File: src/rtl/lsu_pkg.sv
// Shared definitions for the load/store unit: RV32I funct3 width codes,
// controller state encoding, the captured request payload and the
// request legality rule.
package lsu_pkg;

  // Load width/sign codes
  localparam logic [2:0] LB  = 3'b000;
  localparam logic [2:0] LH  = 3'b001;
  localparam logic [2:0] LW  = 3'b010;
  localparam logic [2:0] LBU = 3'b100;
  localparam logic [2:0] LHU = 3'b101;

  // Store width codes
  localparam logic [2:0] SB  = 3'b000;
  localparam logic [2:0] SH  = 3'b001;
  localparam logic [2:0] SW  = 3'b010;

  typedef enum logic [1:0] {
    ST_IDLE = 2'd0,
    ST_RD   = 2'd1,
    ST_WR   = 2'd2,
    ST_RESP = 2'd3
  } lsu_state_e;

  typedef struct packed {
    logic        write;
    logic [2:0]  funct3;
    logic [31:0] addr;
    logic [31:0] wdata;
  } lsu_req_t;

  // Illegal width code, store with a load-only code, or misaligned half/word
  function automatic logic lsu_illegal(input logic       write,
                                       input logic [2:0] funct3,
                                       input logic [1:0] addr_lo);
    logic bad;
    bad = 1'b0;
    if (funct3 == 3'b011 || funct3 == 3'b110 || funct3 == 3'b111) bad = 1'b1;
    if (write && !(funct3 == SB || funct3 == SH || funct3 == SW)) bad = 1'b1;
    if (funct3[1:0] == 2'b01 && addr_lo[0]) bad = 1'b1;
    if (funct3[1:0] == 2'b10 && addr_lo != 2'b00) bad = 1'b1;
    return bad;
  endfunction

endpackage

File: src/rtl/lsu_align.sv
// Combinational lane logic for the load/store unit.
//   word_i       : memory word read during RD
//   funct3_i     : width/sign code of the captured request
//   byte_off_i   : byte address bits [1:0]
//   wdata_i      : store data (rs2)
//   load_data_o  : selected byte/halfword/word, sign- or zero-extended
//   store_word_o : word_i with the lanes chosen by the store width replaced
module lsu_align
  import lsu_pkg::*;
(
  input  logic [31:0] word_i,
  input  logic [2:0]  funct3_i,
  input  logic [1:0]  byte_off_i,
  input  logic [31:0] wdata_i,
  output logic [31:0] load_data_o,
  output logic [31:0] store_word_o
);

  logic [7:0]  byte_sel;
  logic [15:0] half_sel;

  // Load extract and extend
  always_comb begin
    byte_sel    = 8'h00;
    half_sel    = byte_off_i[1] ? word_i[31:16] : word_i[15:0];
    load_data_o = '0;
    case (byte_off_i)
      2'd0:    byte_sel = word_i[7:0];
      2'd1:    byte_sel = word_i[15:8];
      2'd2:    byte_sel = word_i[23:16];
      default: byte_sel = word_i[31:24];
    endcase
    case (funct3_i)
      LB:      load_data_o = {{24{byte_sel[7]}}, byte_sel};
      LH:      load_data_o = {{16{half_sel[15]}}, half_sel};
      LW:      load_data_o = word_i;
      LBU:     load_data_o = {24'h000000, byte_sel};
      LHU:     load_data_o = {16'h0000, half_sel};
      default: load_data_o = '0;
    endcase
  end

  // Store merge: only the addressed lanes take new data
  always_comb begin
    store_word_o = word_i;
    case (funct3_i[1:0])
      2'b00: begin
        case (byte_off_i)
          2'd0:    store_word_o[7:0]   = wdata_i[7:0];
          2'd1:    store_word_o[15:8]  = wdata_i[7:0];
          2'd2:    store_word_o[23:16] = wdata_i[7:0];
          default: store_word_o[31:24] = wdata_i[7:0];
        endcase
      end
      2'b01: begin
        if (byte_off_i[1]) store_word_o[31:16] = wdata_i[15:0];
        else               store_word_o[15:0]  = wdata_i[15:0];
      end
      2'b10:   store_word_o = wdata_i;
      default: store_word_o = word_i;
    endcase
  end

endmodule

File: src/rtl/lsu_ctrl.sv
// Load/store controller between the MEM stage and a word-wide data memory.
// Every access reads the addressed word; stores then write back the merged
// word (read-modify-write), so sub-word stores need no byte enables.
//   clock, reset             : rising-edge clock, synchronous active-low reset
//   req_valid / req_ready    : request handshake (ready only in IDLE)
//   req_write, req_funct3,
//   req_addr, req_wdata      : request payload
//   resp_valid, resp_rdata,
//   resp_err                 : one-cycle completion with load data / error
//   stall                    : hold the pipeline while a request is pending
//   mem_addr, mem_read,
//   mem_write, mem_wdata,
//   mem_rdata                : data memory port (word index, comb read data)
module lsu_ctrl
  import lsu_pkg::*;
#(
  parameter int unsigned ADDR_W = 10
) (
  input  logic        clock,
  input  logic        reset,
  input  logic        req_valid,
  output logic        req_ready,
  input  logic        req_write,
  input  logic [2:0]  req_funct3,
  input  logic [31:0] req_addr,
  input  logic [31:0] req_wdata,
  output logic        resp_valid,
  output logic [31:0] resp_rdata,
  output logic        resp_err,
  output logic        stall,
  output logic [31:0] mem_addr,
  output logic        mem_read,
  output logic        mem_write,
  output logic [31:0] mem_wdata,
  input  logic [31:0] mem_rdata
);

  // Word index keeps ADDR_W bits above the byte offset; higher bits wrap
  localparam logic [31:0] WORD_MASK = 32'((64'd1 << ADDR_W) - 64'd1);

  lsu_state_e  state_q, state_d;
  lsu_req_t    req_q, req_d;
  logic        err_q, err_d;
  logic [31:0] rdata_q, rdata_d;

  logic [31:0] word_idx;
  logic [31:0] load_data;
  logic [31:0] store_word;

  assign word_idx = (req_q.addr >> 2) & WORD_MASK;
  assign stall    = (state_q != ST_IDLE) || (req_valid && state_q == ST_IDLE);

  lsu_align u_align (
    .word_i       (rdata_q),
    .funct3_i     (req_q.funct3),
    .byte_off_i   (req_q.addr[1:0]),
    .wdata_i      (req_q.wdata),
    .load_data_o  (load_data),
    .store_word_o (store_word)
  );

  // State and captured-data registers
  always_ff @(posedge clock) begin
    if (!reset) begin
      state_q <= ST_IDLE;
      req_q   <= '0;
      err_q   <= 1'b0;
      rdata_q <= '0;
    end else begin
      state_q <= state_d;
      req_q   <= req_d;
      err_q   <= err_d;
      rdata_q <= rdata_d;
    end
  end

  // Next state and state-decoded outputs
  always_comb begin
    state_d    = state_q;
    req_d      = req_q;
    err_d      = err_q;
    rdata_d    = rdata_q;
    req_ready  = 1'b0;
    resp_valid = 1'b0;
    resp_rdata = '0;
    resp_err   = 1'b0;
    mem_read   = 1'b0;
    mem_write  = 1'b0;
    mem_addr   = '0;
    mem_wdata  = '0;
    case (state_q)
      ST_IDLE: begin
        req_ready = 1'b1;
        if (req_valid) begin
          req_d.write  = req_write;
          req_d.funct3 = req_funct3;
          req_d.addr   = req_addr;
          req_d.wdata  = req_wdata;
          err_d        = lsu_illegal(req_write, req_funct3, req_addr[1:0]);
          // Illegal requests skip memory entirely
          state_d      = err_d ? ST_RESP : ST_RD;
        end
      end
      ST_RD: begin
        mem_read = 1'b1;
        mem_addr = word_idx;
        rdata_d  = mem_rdata;
        state_d  = req_q.write ? ST_WR : ST_RESP;
      end
      ST_WR: begin
        // A reset landing on this edge must not commit the write
        mem_write = reset;
        mem_addr  = word_idx;
        mem_wdata = reset ? store_word : '0;
        state_d   = ST_RESP;
      end
      ST_RESP: begin
        resp_valid = 1'b1;
        resp_err   = err_q;
        if (!err_q && !req_q.write) resp_rdata = load_data;
        state_d    = ST_IDLE;
      end
      default: state_d = ST_IDLE;
    endcase
  end

endmodule

File: config.mk
export PLATFORM = sky130hd
export DESIGN_NAME = lsu_ctrl
export DESIGN_NICKNAME = d
export VERILOG_FILES = /design/src/rtl/lsu_pkg.sv /design/src/rtl/lsu_align.sv /design/src/rtl/lsu_ctrl.sv
export SDC_FILE = /design/constraint.sdc
export NUM_CORES = 1
export LEC_CHECK = 0
export BUFFER_PORTS_ARGS = -buffer_cell sky130_fd_sc_hd__buf_2
export CORE_ASPECT_RATIO = 1.2
export CORE_UTILIZATION = 30
export DETAILED_ROUTE_END_ITERATION = 16
export MAX_ROUTING_LAYER = met4
export PLACE_DENSITY = 0.64
export SYNTH_ARGS = -nofsm -noshare
export SYNTH_HDL_FRONTEND = slang
export SYNTH_HIERARCHICAL = 1
export SYNTH_SLANG_ARGS = --single-unit
File: constraint.sdc
create_clock -name clock -period 5.8 [get_ports clock]
set_input_delay 1.16 -clock clock [delete_from_list [all_inputs] [get_ports clock]]
set_output_delay 1.16 -clock clock [all_outputs]
set_load 0.01 [all_outputs]
* Word-level counts from Yosys, hierarchy flattened *
Cells that the tools add are included.

cells by class
  eq/ne operators = 19
  mux-type cells = 30
  reduce and logical (&&, ||, !) cells = 23

operator list
  kind                                                             count
  32-bit one-hot mux with 5 select lines                           1
  32-bit 2-to-1 mux                                                4
  32-bit one-hot mux with 3 select lines                           1
  16-bit 2-to-1 mux                                                3
  8-bit 2-to-1 mux                                                 4
  8-bit one-hot mux with 3 select lines                            1
  3-bit == test, second input constant                             4
  1-bit 2-to-1 mux                                                 12
  2-bit == test, second input constant                             5
  10-bit 2-to-1 mux                                                1
  3-bit by 2-bit == test with 1-bit output, second input constant  3
  2-bit by 1-bit == test with 1-bit output, second input constant  4
  2-bit one-hot mux with 4 select lines                            1
  3-bit by 1-bit == test with 1-bit output, second input constant  2
  2-bit zero test                                                  3
  3-bit zero test                                                  2
  1-bit logical AND                                                5
  1-bit logical OR                                                 5
  2-bit 2-to-1 mux                                                 2
  2-bit nonzero test                                               2
  1-bit zero test                                                  3
  3-bit OR reduction                                               1
  2-bit != test, second input constant                             1
  2-bit AND reduction                                              1
  2-bit OR reduction                                               1

word-level totals
  bits in registers = 83
  output and inout port bits = 102
  logic and storage cells = 79
  bits of input ports = 103

* Logic depth before layout (Yosys ltp) *
  depth in word-level cells = 13
  gate-level depth with buffers = 8
  mapped depth without buffers = 5

* Hierarchy *
The synthesis kept the hierarchy.

by module, submodules not included
  module     instances  cells an instance  area an instance (sq um)  seq. area each (sq um)
  lsu_ctrl   1          448                3,756.1                   1,661.6
  lsu_align  1          242                1,861.8                   0.0

* Worst setup path before layout *
Ideal clock, no wire load.

  kind = input to output
  from = input reset
  to = output mem_wdata[25]
  required time = 4.640 ns
  stages = 3
  arrival time = 1.750 ns
  slack = 2.890 ns
  buffers on the path = 2
  path through = buf_2 -> clkbuf_1 -> and3_1

on the way
  cells in the longest elaborated chain, start to end = 2

ends and longest elaborated chain
  element             line             source
  start: declaration  lsu_ctrl.sv:20   input logic reset,
  32-bit 2-to-1 mux   lsu_ctrl.sv:114  mem_wdata = reset ? store_word : '0;
  32-bit 2-to-1 mux   lsu_ctrl.sv:91   case (state_q)
  end: declaration    lsu_ctrl.sv:34   output logic [31:0] mem_wdata,

No other way between the ends.

* Final worst setup path *
  from = register req_q[64] (netlist name)
  to = output resp_rdata[9]

on the way
  cells in the longest elaborated chain, start to end = 4
  elaborated cells between the ends (all ways) = 8
  those cells by class = eq/ne (4); mux (3); reduce/logical (1)

ends and longest elaborated chain
  element                                   line             source
  start: declaration                        lsu_ctrl.sv:42   lsu_req_t req_q, req_d;
  start signal: assignment                  lsu_ctrl.sv:71   req_q <= req_d;
  3-bit == test (tied with other cells)     lsu_align.sv:33  case (funct3_i)
  32-bit one-hot mux with 5 select lines *  lsu_align.sv:33
  net load_data[9]                          lsu_ctrl.sv:47   logic [31:0] load_data;
  32-bit 2-to-1 mux *                       lsu_ctrl.sv:120  if (!err_q && !req_q.write) resp_rdata = load_data;
  32-bit 2-to-1 mux *                       lsu_ctrl.sv:91
  end: declaration                          lsu_ctrl.sv:28   output logic [31:0] resp_rdata,

Mark *: on every way through the listed nets, which the timed path passes. The rest lies on a longest branch.

==> flow_summary_export.csv <==
group,metric,value,unit
status,outcome,"finished, final reports clean",
layout,final_area,0.00661,sq mm
global_routing,antenna_found_initial,0,
clock_tree,cts_hold_buf,0,
min_path,hp-class,"reg -> reg",
synth,syn_inst,690,
synth,mappedNetlistArea,0.00562,sq mm
die,ios,205,
synth,avgSynthCellArea,8.14,sq um
clock_tree,cts_tree,"yes",
sta,finalSetupViolations,0,
layout,drive_gt1_share,28.8,%
die,core,0.0182,sq mm
critical_path,cp_max_fo,30,
clock_tree,root_buffer,"clkbuf_16",
clock_tree,cts_buffers,9,
routing,ant_nets,0,
die,dieWidth,127,um
critical_path,cp_top_family,"flip-flops",
critical_path,crit_path_start_kind,"flip-flop",
critical_path,cp_cell_sequence,"or2_0 > nor3b_4 > a221o_1 > and2_1 > buf_2",
clock_tree,clk_latency,0.34,ns
placed_design,io_buffers,162,
sta,tns,0,ns
synth,async_flop_share,0,%
critical_path,worstSetupPathType,"reg -> out",
sta,slew_viol_final,0,
global_routing,grt_max_degree,58,
synth,synth_top_area_share,29.6,%
sta,fin_crit,4.00,ns
critical_path,r2r_slack,3.77,ns
synth,synthTopCellsByArea,"dfxtp_1 (30%), mux2i_1 (8.6%), nand2_1 (8.2%)",
global_routing,grt_pass1_vias,4783,
synth,synth_cell_types,57,
die,initial_core_util,30.8,%
synth,ys_warn_count,6,
power_and_ir_drop,leakagePower,2.96,nW
critical_path,crit_required,4.64,ns
synth,synth_edf_count,0,
power_and_ir_drop,vdd_drop_max,0.127,mV
placed_design,routabilityCongestion,0.866,
critical_path,cp.arrival,2.84,ns
clock_tree,htreeDepth,3,
synth,yosys.area.top_type,"dfxtp_1",
synth,ys_seq_area_share,29.6,%
routing,wl,18.7,mm
placed_design,place_area,0.00632,sq mm
global_routing,grt_use_total,19.7,%
power_and_ir_drop,pwr_density_cell,312,mW/mm^2
die,core.rowCount,54,
placed_design,dp_hpwl,13.7,mm
routing,drc,0,
clock_tree,ctsResizeCount,0,
sta,period_share,69.0,%
clock_tree,clk_path_buf_depth,2,
placed_design,place_inst,1018,
sta,hold_viol_final,0,
routing,drt_pass1_iterations,5,
critical_path,crit_buf_inv,1,
synth,synth_seq_cells,83,
sta,slew_headroom,23.8,%
clock_tree,cts_sinks,83,
clock_tree,post_cts_buffers,0,
layout,antenna_cells,0,
sta,fmax,250,MHz
global_routing,grt_pass1_wl,27.8,mm
critical_path,slowest_stage,"dfxtp_1",
layout,finalNonFillerCells,1034,
routing,drt_iter0_drc,433,
routing,vias,5296,
routing,wl_per_cell,18.1,um
critical_path,end_kind,"output pin",
routing,viasPerCell,5.12,
layout,final_nets,912,
sta,tightest_slew,1.14,ns
die,die_h,152,um
synth,synth-main-ff-cell,"dfxtp_1",
global_routing,grt-ovfl-total,0,
die,die_area,0.0193,sq mm
layout,utilization,36.2,%
layout,areaGrowthSynthToFinish,17.7,%
clock_tree,clkTransAtPathRegs,0.06,ns
critical_path,critPathMaxStageDelay,1.07,ns
sta,rsz0062_at_grt,"false",
sta,final.setup_skew,0.00486,ns
run,max_cap_violations,0,
-- synthesized netlist by cell type (22+ instances only) --
library cell / number
buf_2: 22
mux2_2: 24
nor2b_1: 25
nor2_1: 33
and2_1: 51
and3_1: 33
a21oi_1: 41
dfxtp_1: 83
clkbuf_1: 25
nand2_1: 123
buf_4: 29
a221o_1: 31
mux2i_1: 48
-- stage by stage --
step / hold WS [ns] / setup WS [ns] / power [mW]
finish: 0.450 / 1.80 / 2.06
detailed placement: 0.444 / 2.22 / 1.50
CTS: 0.452 / 1.85 / 2.08
floorplan: 0.432 / 2.89 / 1.32
global placement: 0.439 / 2.25 / 1.49
global route: 0.474 / 1.74 / 2.18
-- routing by layer --
metal,GRT usage [%],part of all wire (%),vias up
li1,-,-,2600
met1,24.9,45,2480
met2,31.4,47,189
met3,2.92,4.7,27
met4,7.65,2.5,0
met5,-,0,-
-- state kept, by name (all words and copies together), names as in the netlist --
signal   flops
req_q       48
err_q        1
state_q      2
rdata_q     32
-- final timing paths --
path              start            end  cells past startpoint
max           req_q[64]  resp_rdata[9]                      5
min           req_q[39]      req_q[39]                      2
max reg2reg  state_q[0]          err_q                      4
min reg2reg   req_q[39]      req_q[39]                      2
-- where the power goes --
part / internal, mW / switching [mW]
Clock: 0.346 / 0.228
Combinational: 0.294 / 0.398
Sequential: 0.653 / 0.145
-- final cells by class --
type / count / area [sq um]
well taps: 224 / 280
repair buffers: 168 / 856
flip-flops and latches: 83 / 1660
clock buffers: 14 / 254
inverters: 5 / 18.8
clock inverters: 2 / 35.0
fillers: 1978 / 11600
multi-input cells: 538 / 3510
-- placed cells by master, fill, tap and decap left out, types with 8 or more instances in the layout --
| cell | instances |
|---|---|
| a21oi_1 | 41 |
| a221o_1 | 31 |
| and2_1 | 51 |
| and3_1 | 33 |
| buf_2 | 162 |
| clkbuf_16 | 9 |
| conb_1 | 22 |
| dfxtp_1 | 82 |
| mux2_2 | 24 |
| mux2i_1 | 48 |
| nand2_1 | 123 |
| nor2_1 | 33 |
| nor2b_1 | 25 |
| o21ai_0 | 19 |
| o22ai_1 | 14 |
| o2bb2ai_1 | 8 |
-- worst reg2reg max path, cell delays in order (launching register included) --
cell	delay, ns
dfxtp_1	0.33
inv_1	0.12
ha_1	0.34
nand2_2	0.64
o41ai_2	0.50
-- logic make-up after synthesis --
| kind of cell | Yosys count | share of synthesized area (%) |
|---|---|---|
| other | 1 | 0.0668 |
| multiplexers | 75 | 14.4 |
| AND/OR/NAND/NOR | 285 | 25.6 |
| adder cells (fa/ha/maj) | 4 | 0.891 |
| buffers and inverters | 90 | 9.47 |
| flip-flops | 83 | 29.6 |
| AO/OA/AOI/OAI | 152 | 20.0 |
(Power assumes the default switching activity.)
